[src/rtl/uart_tx_fifo.sv]
// 8N1 UART transmitter fed by a small circular-buffer FIFO.
// Bytes are accepted on a valid/ready handshake and shifted out LSB first on a registered tx line.
module uart_tx_fifo #(
    parameter int CLKS_PER_BIT = 2604,
    parameter int FIFO_DEPTH   = 4
) (
    input  logic                        clk,
    input  logic                        rst_n,
    input  logic [7:0]                  tx_data,
    input  logic                        tx_valid,
    output logic                        tx_ready,
    output logic                        tx,
    output logic                        tx_busy,
    output logic [$clog2(FIFO_DEPTH):0] fifo_count
);

    localparam int PW = $clog2(FIFO_DEPTH);
    localparam int BW = (CLKS_PER_BIT > 1) ? $clog2(CLKS_PER_BIT) : 1;
    localparam logic [BW-1:0] BAUD_LAST = BW'(CLKS_PER_BIT - 1);
    localparam logic [PW:0]   FULL      = (PW + 1)'(FIFO_DEPTH);

    typedef enum logic [1:0] {IDLE, START, DATA, STOP} state_t;

    state_t        state, state_n;
    logic [7:0]    mem [FIFO_DEPTH];
    logic [PW-1:0] wr_ptr, rd_ptr;
    logic [PW:0]   count;
    logic          push, pop, has_data;
    logic [BW-1:0] baud, baud_n;
    logic [2:0]    bit_idx, bit_idx_n;
    logic [7:0]    shift, shift_n;
    logic          tx_n;

    // Handshake: a byte transfers on a rising edge where tx_valid and tx_ready are both high;
    // tx_valid with tx_ready low is simply ignored.
    assign tx_ready   = (count != FULL);
    assign push       = tx_valid & tx_ready;
    assign has_data   = (count != '0);
    assign fifo_count = count;
    assign tx_busy    = (state != IDLE) || has_data;

    always_ff @(posedge clk) begin
        if (push) mem[wr_ptr] <= tx_data;
    end

    always_ff @(posedge clk or negedge rst_n) begin
        if (!rst_n) begin
            wr_ptr <= '0;
            rd_ptr <= '0;
            count  <= '0;
        end else begin
            if (push) wr_ptr <= wr_ptr + 1'b1;
            if (pop)  rd_ptr <= rd_ptr + 1'b1;
            case ({push, pop})
                2'b10:   count <= count + 1'b1;
                2'b01:   count <= count - 1'b1;
                default: count <= count;
            endcase
        end
    end

    always_comb begin
        state_n   = state;
        baud_n    = baud;
        bit_idx_n = bit_idx;
        shift_n   = shift;
        pop       = 1'b0;
        case (state)
            IDLE: begin
                if (has_data) begin
                    pop       = 1'b1;
                    shift_n   = mem[rd_ptr];
                    bit_idx_n = '0;
                    baud_n    = '0;
                    state_n   = START;
                end
            end
            START: begin
                if (baud == BAUD_LAST) begin
                    baud_n  = '0;
                    state_n = DATA;
                end else begin
                    baud_n = baud + 1'b1;
                end
            end
            DATA: begin
                if (baud == BAUD_LAST) begin
                    baud_n  = '0;
                    shift_n = {1'b0, shift[7:1]};
                    if (bit_idx == 3'd7) state_n = STOP;
                    else                 bit_idx_n = bit_idx + 1'b1;
                end else begin
                    baud_n = baud + 1'b1;
                end
            end
            STOP: begin
                if (baud == BAUD_LAST) begin
                    baud_n = '0;
                    // Chain straight into the next start bit when more bytes are waiting.
                    if (has_data) begin
                        pop       = 1'b1;
                        shift_n   = mem[rd_ptr];
                        bit_idx_n = '0;
                        state_n   = START;
                    end else begin
                        state_n = IDLE;
                    end
                end else begin
                    baud_n = baud + 1'b1;
                end
            end
            default: state_n = IDLE;
        endcase

        // Line level is computed from the next state so the flop lines up with the state register.
        case (state_n)
            START:   tx_n = 1'b0;
            DATA:    tx_n = shift_n[0];
            default: tx_n = 1'b1;
        endcase
    end

    always_ff @(posedge clk or negedge rst_n) begin
        if (!rst_n) begin
            state   <= IDLE;
            baud    <= '0;
            bit_idx <= '0;
            shift   <= '0;
            tx      <= 1'b1;
        end else begin
            state   <= state_n;
            baud    <= baud_n;
            bit_idx <= bit_idx_n;
            shift   <= shift_n;
            tx      <= tx_n;
        end
    end

endmodule

[config.mk]
export PLATFORM = sky130hd
export DESIGN_NAME = uart_tx_fifo
export DESIGN_NICKNAME = d
export VERILOG_FILES = /design/src/rtl/uart_tx_fifo.sv
export SDC_FILE = /design/constraint.sdc
export NUM_CORES = 1
export LEC_CHECK = 0
export ABC_AREA = 1
export BUFFER_PORTS_ARGS = -buffer_cell sky130_fd_sc_hd__buf_2
export CAP_MARGIN = 20
export CORE_MARGIN = 2
export CORE_UTILIZATION = 55
export CTS_BUF_LIST = sky130_fd_sc_hd__clkbuf_16
export DETAILED_ROUTE_END_ITERATION = 10
export HOLD_SLACK_MARGIN = 0.02
export PLACE_DENSITY = 0.76
export RECOVER_POWER = 50
export SLEW_MARGIN = 10
export SYNTH_ARGS = -nofsm -noshare
export SYNTH_HDL_FRONTEND = slang
export SYNTH_SLANG_ARGS = --single-unit
[constraint.sdc]
create_clock -name clk -period 2.3 [get_ports clk]
set_clock_uncertainty 0.2 [all_clocks]
set_input_delay 0.115 -clock clk [delete_from_list [all_inputs] [get_ports clk]]
set_output_delay 0.115 -clock clk [all_outputs]
set_load 0.005 [all_outputs]
; Word level (Yosys, flattened, before mapping)
; Memory sizes are Yosys's and may differ from the RTL's.
; Cells that the tools add are included.
[op_classes]
add_sub_neg = 6
n_eq_ne = 14
mux = 26
bitwise_logic = 1
reduce_logical = 9
[ops]
columns = operator, n
row1 = two-way mux 12 bit, 2
row2 = two-way mux 8 bit, 3
row3 = one-hot mux 12 bit (2 select lines), 1
row4 = one-hot mux 8 bit (3 select lines), 1
row5 = "adder 12 x 1 -> 12 bit, second input constant", 1
row6 = "equality test 12 bit, second input constant", 1
row7 = two-way mux 3 bit, 4
row8 = two-way mux 2 bit, 5
row9 = one-hot mux 3 bit (3 select lines), 1
row10 = "equality test 2 bit, second input constant", 4
row11 = "inequality test 2 bit, second input constant", 4
row12 = one-hot mux 2 bit (4 select lines), 1
row13 = "adder 3 x 1 -> 3 bit, second input constant", 2
row14 = "equality test 2 x 1 -> 1 bit, second input constant", 3
row15 = one-hot mux 3 bit (2 select lines), 1
row16 = nonzero test 3 bit, 2
row17 = two-way mux 1 bit, 5
row18 = "adder 2 x 1 -> 2 bit, second input constant", 2
row19 = one-hot mux 1 bit (2 select lines), 2
row20 = AND reduction 4 bit, 1
row21 = nonzero test 2 bit, 2
row22 = "equality test 3 bit, second input constant", 1
row23 = "inequality test 3 bit, second input constant", 1
row24 = AND reduction 3 bit, 1
row25 = 5 further kinds, 5
[word_totals]
regBits = 33
mem_bits_rw = 32
memories = 1
[mem_list]
columns = memory, words, word_bits, rd, rd_clocked_by_memory_dff, wr, line
row1 = mem, 4, 8, 1, 0, 1, 25  ; logic [7:0] mem [FIFO_DEPTH];

; Longest topological paths before layout
[logic_depth]
ltp_word = 6
ltp_mapped = 13
mapped_depth_nobuf = 13

; Worst setup path before layout
; No wires, ideal clock.
[synth_timing]
path_kind = register to register
start = register baud[0]
end = register count[2] (netlist: fifo_count[2])
setup_ns = 0.131
arrival_ns = 2.212
t_required_ns = 1.969
path_slack_ns = -0.243
stages_incl_launch_ff = 14
synth_period_minus_slack_ns = 2.543
path_cell_list = dfrtp_1 ha_1 nand2_1 nor2_2 nand3_4 nand2_4 nand2_4 nor3_4 ha_1 inv_1 fa_1 a21oi_1 o21ai_0 xor2_1
[synth_via]
elab_chain_len = 5
[synth_lines]
columns = item, line
row1 = start: declaration, 29  ; logic [BW-1:0] baud, baud_n;
row2 = start signal: assignment, 132  ; baud <= baud_n;
row3 = equality test 12 bit *, 97  ; if (baud == BAUD_LAST) begin
row4 = two-way mux 1 bit *, 97
row5 = one-hot mux 1 bit (2 select lines) *, 68  ; case (state)
row6 = net pop, 28  ; logic push, pop, has_data;
row7 = equality test 2 x 1 -> 1 bit / equality test 2 bit (equally long branches), 54  ; case ({push, pop})
row8 = one-hot mux 3 bit (2 select lines) / nonzero test 2 bit (equally long branches), --
row9 = end signal: assignment, 55  ; 2'b10: count <= count + 1'b1;
row10 = end signal: assignment, 56  ; 2'b01: count <= count - 1'b1;
row11 = end signal: assignment, 57  ; default: count <= count;
row12 = end: declaration, 27  ; logic [PW:0] count;
; The timed path passes the listed nets; every way through them passes the cells marked *.
; A chain may end at the register's enable or synchronous reset.

; Worst setup path in the final report
; Ends and elaborated chain as after synthesis.

==> results.env <==
OUTCOME='finished, violations left'
FAILED_CHECKS='setup timing'
PIN_COUNT=17
SYNTH_COMMONEST_CELLS='83 x nand2_1, 37 x inv_1, 37 x nor2_1'
CLOCK_PATH_BUFFERS=2
DP_CELLS=461
FIN_SETUP_TNS_NS=-0.02928
GRTUSAGEMET3_PCT=4.333
GRT_MAX_DEGREE=34
GRT_PASS1_VIAS=2520
POST-ROUTE-MIN-PERIOD_NS=2.329
WORSTPATHARRIVAL_NS=2.33
POST-ROUTE-WORST-SETUP-SLACK_NS=-0.02928
SYNTH-EDFF-COUNT=32
TIMING.REG2REG.WORST_PATH_DEPTH=13
DRT_ITER0_DRC=214
PATH_MAX_FANOUT=2
AVERAGE_WIRE_PER_CELL_IN_THE_ROUTED_DESIGN_UM=14.34
ROWS=27
DR_TOTAL_VIAS=2609
CP.REQUIRED_NS=2.30
NUM-FILL-CELLS=434
DIODES=0
FLOW.AREA_GROWTH_FROM_SYNTHESIS_PCT=24.96
MAXCAPVIOLCOUNT=0
PLACE_CONGESTION=0.8536
CRITPATHSLOWESTCELL='dfrtp_1'
VDD_IR_DROP_MAX_V=0.0007317
FINAL_NET_COUNT=439
INITIAL_CORE_UTIL_PCT=57.83
WORST_HOLD_PATH.NUM_CELLS=4
DRT_PRE_ANTENNA_ITERS=4
PLACEABLECOREAREA_UM2=5608
LEAKAGEPOWER_nW=1.781
SYNTH_ASYNC_SR_FLOP_SHARE_PCT=50.77
PWR-SHARE-CLK_PCT=40.1
TYPE_OF_THE_TIGHTEST_MIN_DELAY_CHECK='in2reg'
ROUTE.DETAILED.VIAS_PER_INST=5.324
SETUP_REPAIR_AFTER_GLOBAL_ROUTING_MISSED_ITS_MARGIN='true'
SYN-CELL-AREA_UM2=3243
ROUTED_WIRELENGTH_MM=7.027
MAXCLOCKFREQUENCY_GHz=0.4293
DIEHEIGHT_UM=80.79
SYNTH-MAIN-FF-CELL='edfxtp_1'
ORDERED_LIST_OF_CELLS_ON_THE_WORST_PATH='ha_2 -> nand2_2 -> nor2_4 -> nand3_4 -> nand2_4 -> nand2_4 -> nor3_4 -> ha_2 -> inv_2 -> fa_2 -> a21oi_2 -> o21ai_1 -> xor2_1'
FRACTION_OF_SYNTHESIZED_CELL_AREA_TAKEN_BY_THE_TOP_AREA_CELL_TYPE_PCT=29.63
MIN-DELAY-START='tx_valid'
STARTPOINT_OF_THE_WORST_SLACK_REG_TO_REG_TIMING_PATH='baud[0]'
TOTAL_SWITCHING_POWER_mW=0.8876
WORST_R2R_ENDPOINT='fifo_count[2]'
CRIT_PATH_LAUNCH_TYPE='flop'
YOSYS_REGISTER_BITS=65
TIMING_MAX_TRANSITION_VIOLATIONS_FINAL=0
SYNTHESIS.YOSYS.WARNINGS=0
CLOCK_SINK_COUNT=65
PLACE.DETAILED.HPWL_MM=4.766
FIN_CELLS=490
SYNTHESIS.NETS=373
SW_FRAC_OF_TOTAL_PCT=26.73
ROUTE.DETAILED.DRC=0
AGGREGATE_GLOBAL_ROUTE_RESOURCE_USAGE_PCT=24.01
P_TOTAL_mW=3.320
GRT_UTIL_MET2_PCT=38.58
SEQUENTIAL_SHARE_OF_POWER_PCT=44.0
SYNTH.YOSYS.SEQ_AREA_SHARE_PCT=55.13
BUFFER_PORTS.INSERTED=16
TIGHTEST_SLEW_NS=0.8298
CTSROOTBUFFERMASTER='clkbuf_16'
GLOBALROUTE.TOTALOVERFLOW=0
FP.DIEAREA_UM2=6527
POST-SYNTH-TOP-COUNT-CELL='nand2_1'
LEVEL_COUNT_OF_THE_CLOCK_H_TREE=3
WIRE_LENGTH_OF_THE_FIRST_GLOBAL_ROUTING_PASS_MM=11.60
GRT_ANTENNA_BEFORE_REPAIR=0
CTS.CLK_SLEW.WORST_PATHS_NS=0.06
CELLPOWERDENSITY_nW_PER_UM2=819.2
TRITONCTS_BUFFER_COUNT=9
FINALSETUPVIOLATIONS=1
PRE_CTS_SLACK_NS=-0.1199
SETUP.REG_TO_REG.WORST_SLACK_NS=-0.03
SHARE_COMB_OF_TOTAL_POWER_PCT=16.0
POST_SYNTH_NUM_CELL_TYPES=32
CLOCK_INSERTION_DELAY_WORST_SKEW_NS=0.33
CPPEAKSTAGEDELAY_NS=0.36
GRTUSAGEMET1_PCT=31.25
ANT_NETS=0
CTS_TREE='yes'
POST_SYNTH_INST_COUNT=347
MIN_PERIOD_OVER_PERIOD_PCT=101.3
DIE_WIDTH_UM=80.79
TIMING.FINAL.HOLD_VIOLATIONS=0
TIMING.MAX_SLEW.REL_SLACK_PCT=44.68
WHS_ENDPOINT='wr_ptr[1]'
TOP_USAGE_LAYER='met2'
CRITPATHKIND='reg2reg'
POST_SYNTH_MAIN_AREA_CONTRIBUTORS='edfxtp_1 30%, dfrtp_1 25%, nand2_1 9.6%'
END_KIND='flop'
DRIVE_ABOVE_1_SHARE_PCT=19.14
P_INT_mW=2.432
SYNTHDOMINANTAREACELLTYPE='edfxtp_1'
SYNTHESIS.AREA_PER_INSTANCE_UM2=9.346
-- sequential cells by signal, indices dropped and copies added (netlist names) --
signal and count:
rd_ptr 2, bit_idx 3, fifo_count 3, tx 1
mem 32, state 2, baud 12, shift 8
wr_ptr 2
-- layout by cell type (no fill, tap or decap), types with 3 or more instances in the layout --
cell type	n
a21boi_0	6
a21oi_1	6
buf_2	5
buf_4	36
clkbuf_1	10
clkbuf_16	9
dfrtp_1	32
dlygate4sd3_1	9
edfxtp_1	32
ha_1	11
ha_2	3
inv_1	36
inv_2	4
nand2_1	82
nand3_1	15
nor2_1	37
o21ai_0	34
o22ai_1	10
xor2_1	7
-- how the worst max path moves through the flow --
| stage | start | endpoint | slack, ns | cells past startpoint |
|---|---|---|---|---|
| floorplan | baud[0] | fifo_count[2] | -0.19 | 13 |
| global placement | baud[1] | fifo_count[2] | -0.05 | 13 |
| detailed placement | baud[0] | fifo_count[2] | -0.12 | 13 |
| CTS | baud[1] | fifo_count[2] | -0.07 | 13 |
| global route | baud[0] | fifo_count[2] | -0.12 | 13 |
| finish | baud[0] | fifo_count[2] | -0.03 | 13 |
-- critical path, delay by kind of cell (launching register included) --
family | cells | cell delay (ns)
flops | 1 | 0.36
simple gates | 6 | 0.54
buf+inv | 1 | 0.04
compound gates | 2 | 0.19
xor+xnor | 1 | 0.15
fa+ha+maj | 3 | 0.73
-- kinds of logic (layout without fill, tap and decap cells) --
logic type	after synthesis	count (layout)	share of synthesized area (%)
AND/OR/NAND/NOR	148	148	19.83
flip-flops	65	65	55.13
AO/OA/AOI/OAI	64	64	11.15
buffers and inverters	46	117	5.440
adder cells (fa/ha/maj)	15	15	6.019
XOR/XNOR	9	9	2.431
-- stage by stage --
step	hold WS, ns	cell area, um^2	util, %
finish	0.03905	4053	72.27
global route	0.06660	4053	72.27
CTS	0.03529	4058	72.36
detailed placement	0.03067	3645	64.99
global placement	0.02884	3645	64.99
floorplan	-0.3806	3261	-
-- cell type report --
| cell class | instances | area (um^2) | share of cell area [%] |
|---|---|---|---|
| Clock buffer | 9 | 225.2 | 5.557 |
| Clock inverter | 7 | 71.32 | 1.760 |
| Inverter | 40 | 150.1 | 3.705 |
| Multi-Input combinational cell | 236 | 1300 | 32.08 |
| Sequential cell | 65 | 1788 | 44.12 |
| Tap cell | 72 | 90.09 | 2.223 |
| Timing Repair Buffer | 61 | 427.9 | 10.56 |
-- routing by layer --
metal / part of all wire, % / wire length (um)
met4: 2.3 / 165
met3: 5.6 / 393
met1: 43 / 3013
met2: 49 / 3454
met5: 0 / 0
-- power groups by stage --
stage                     clock, mW  sequential [mW]  combinational [mW]
final                          1.33             1.46               0.530
after global placement            0             1.47               0.498
after detailed placement          0             1.48               0.523
after CTS                      1.35             1.46               0.543
after global routing           1.41             1.48               0.592
after floorplan                   0             1.47               0.302
-- what timing repair did --
action,in CTS,in global routing
setup endpoints to repair,2,2
hold buffers,9,0
endpoints found under the hold margin,64,0
pin swaps,5,2
setup buffers,3,1
resized for setup,1,0
cloned,0,0
(Power assumes the default switching activity.)
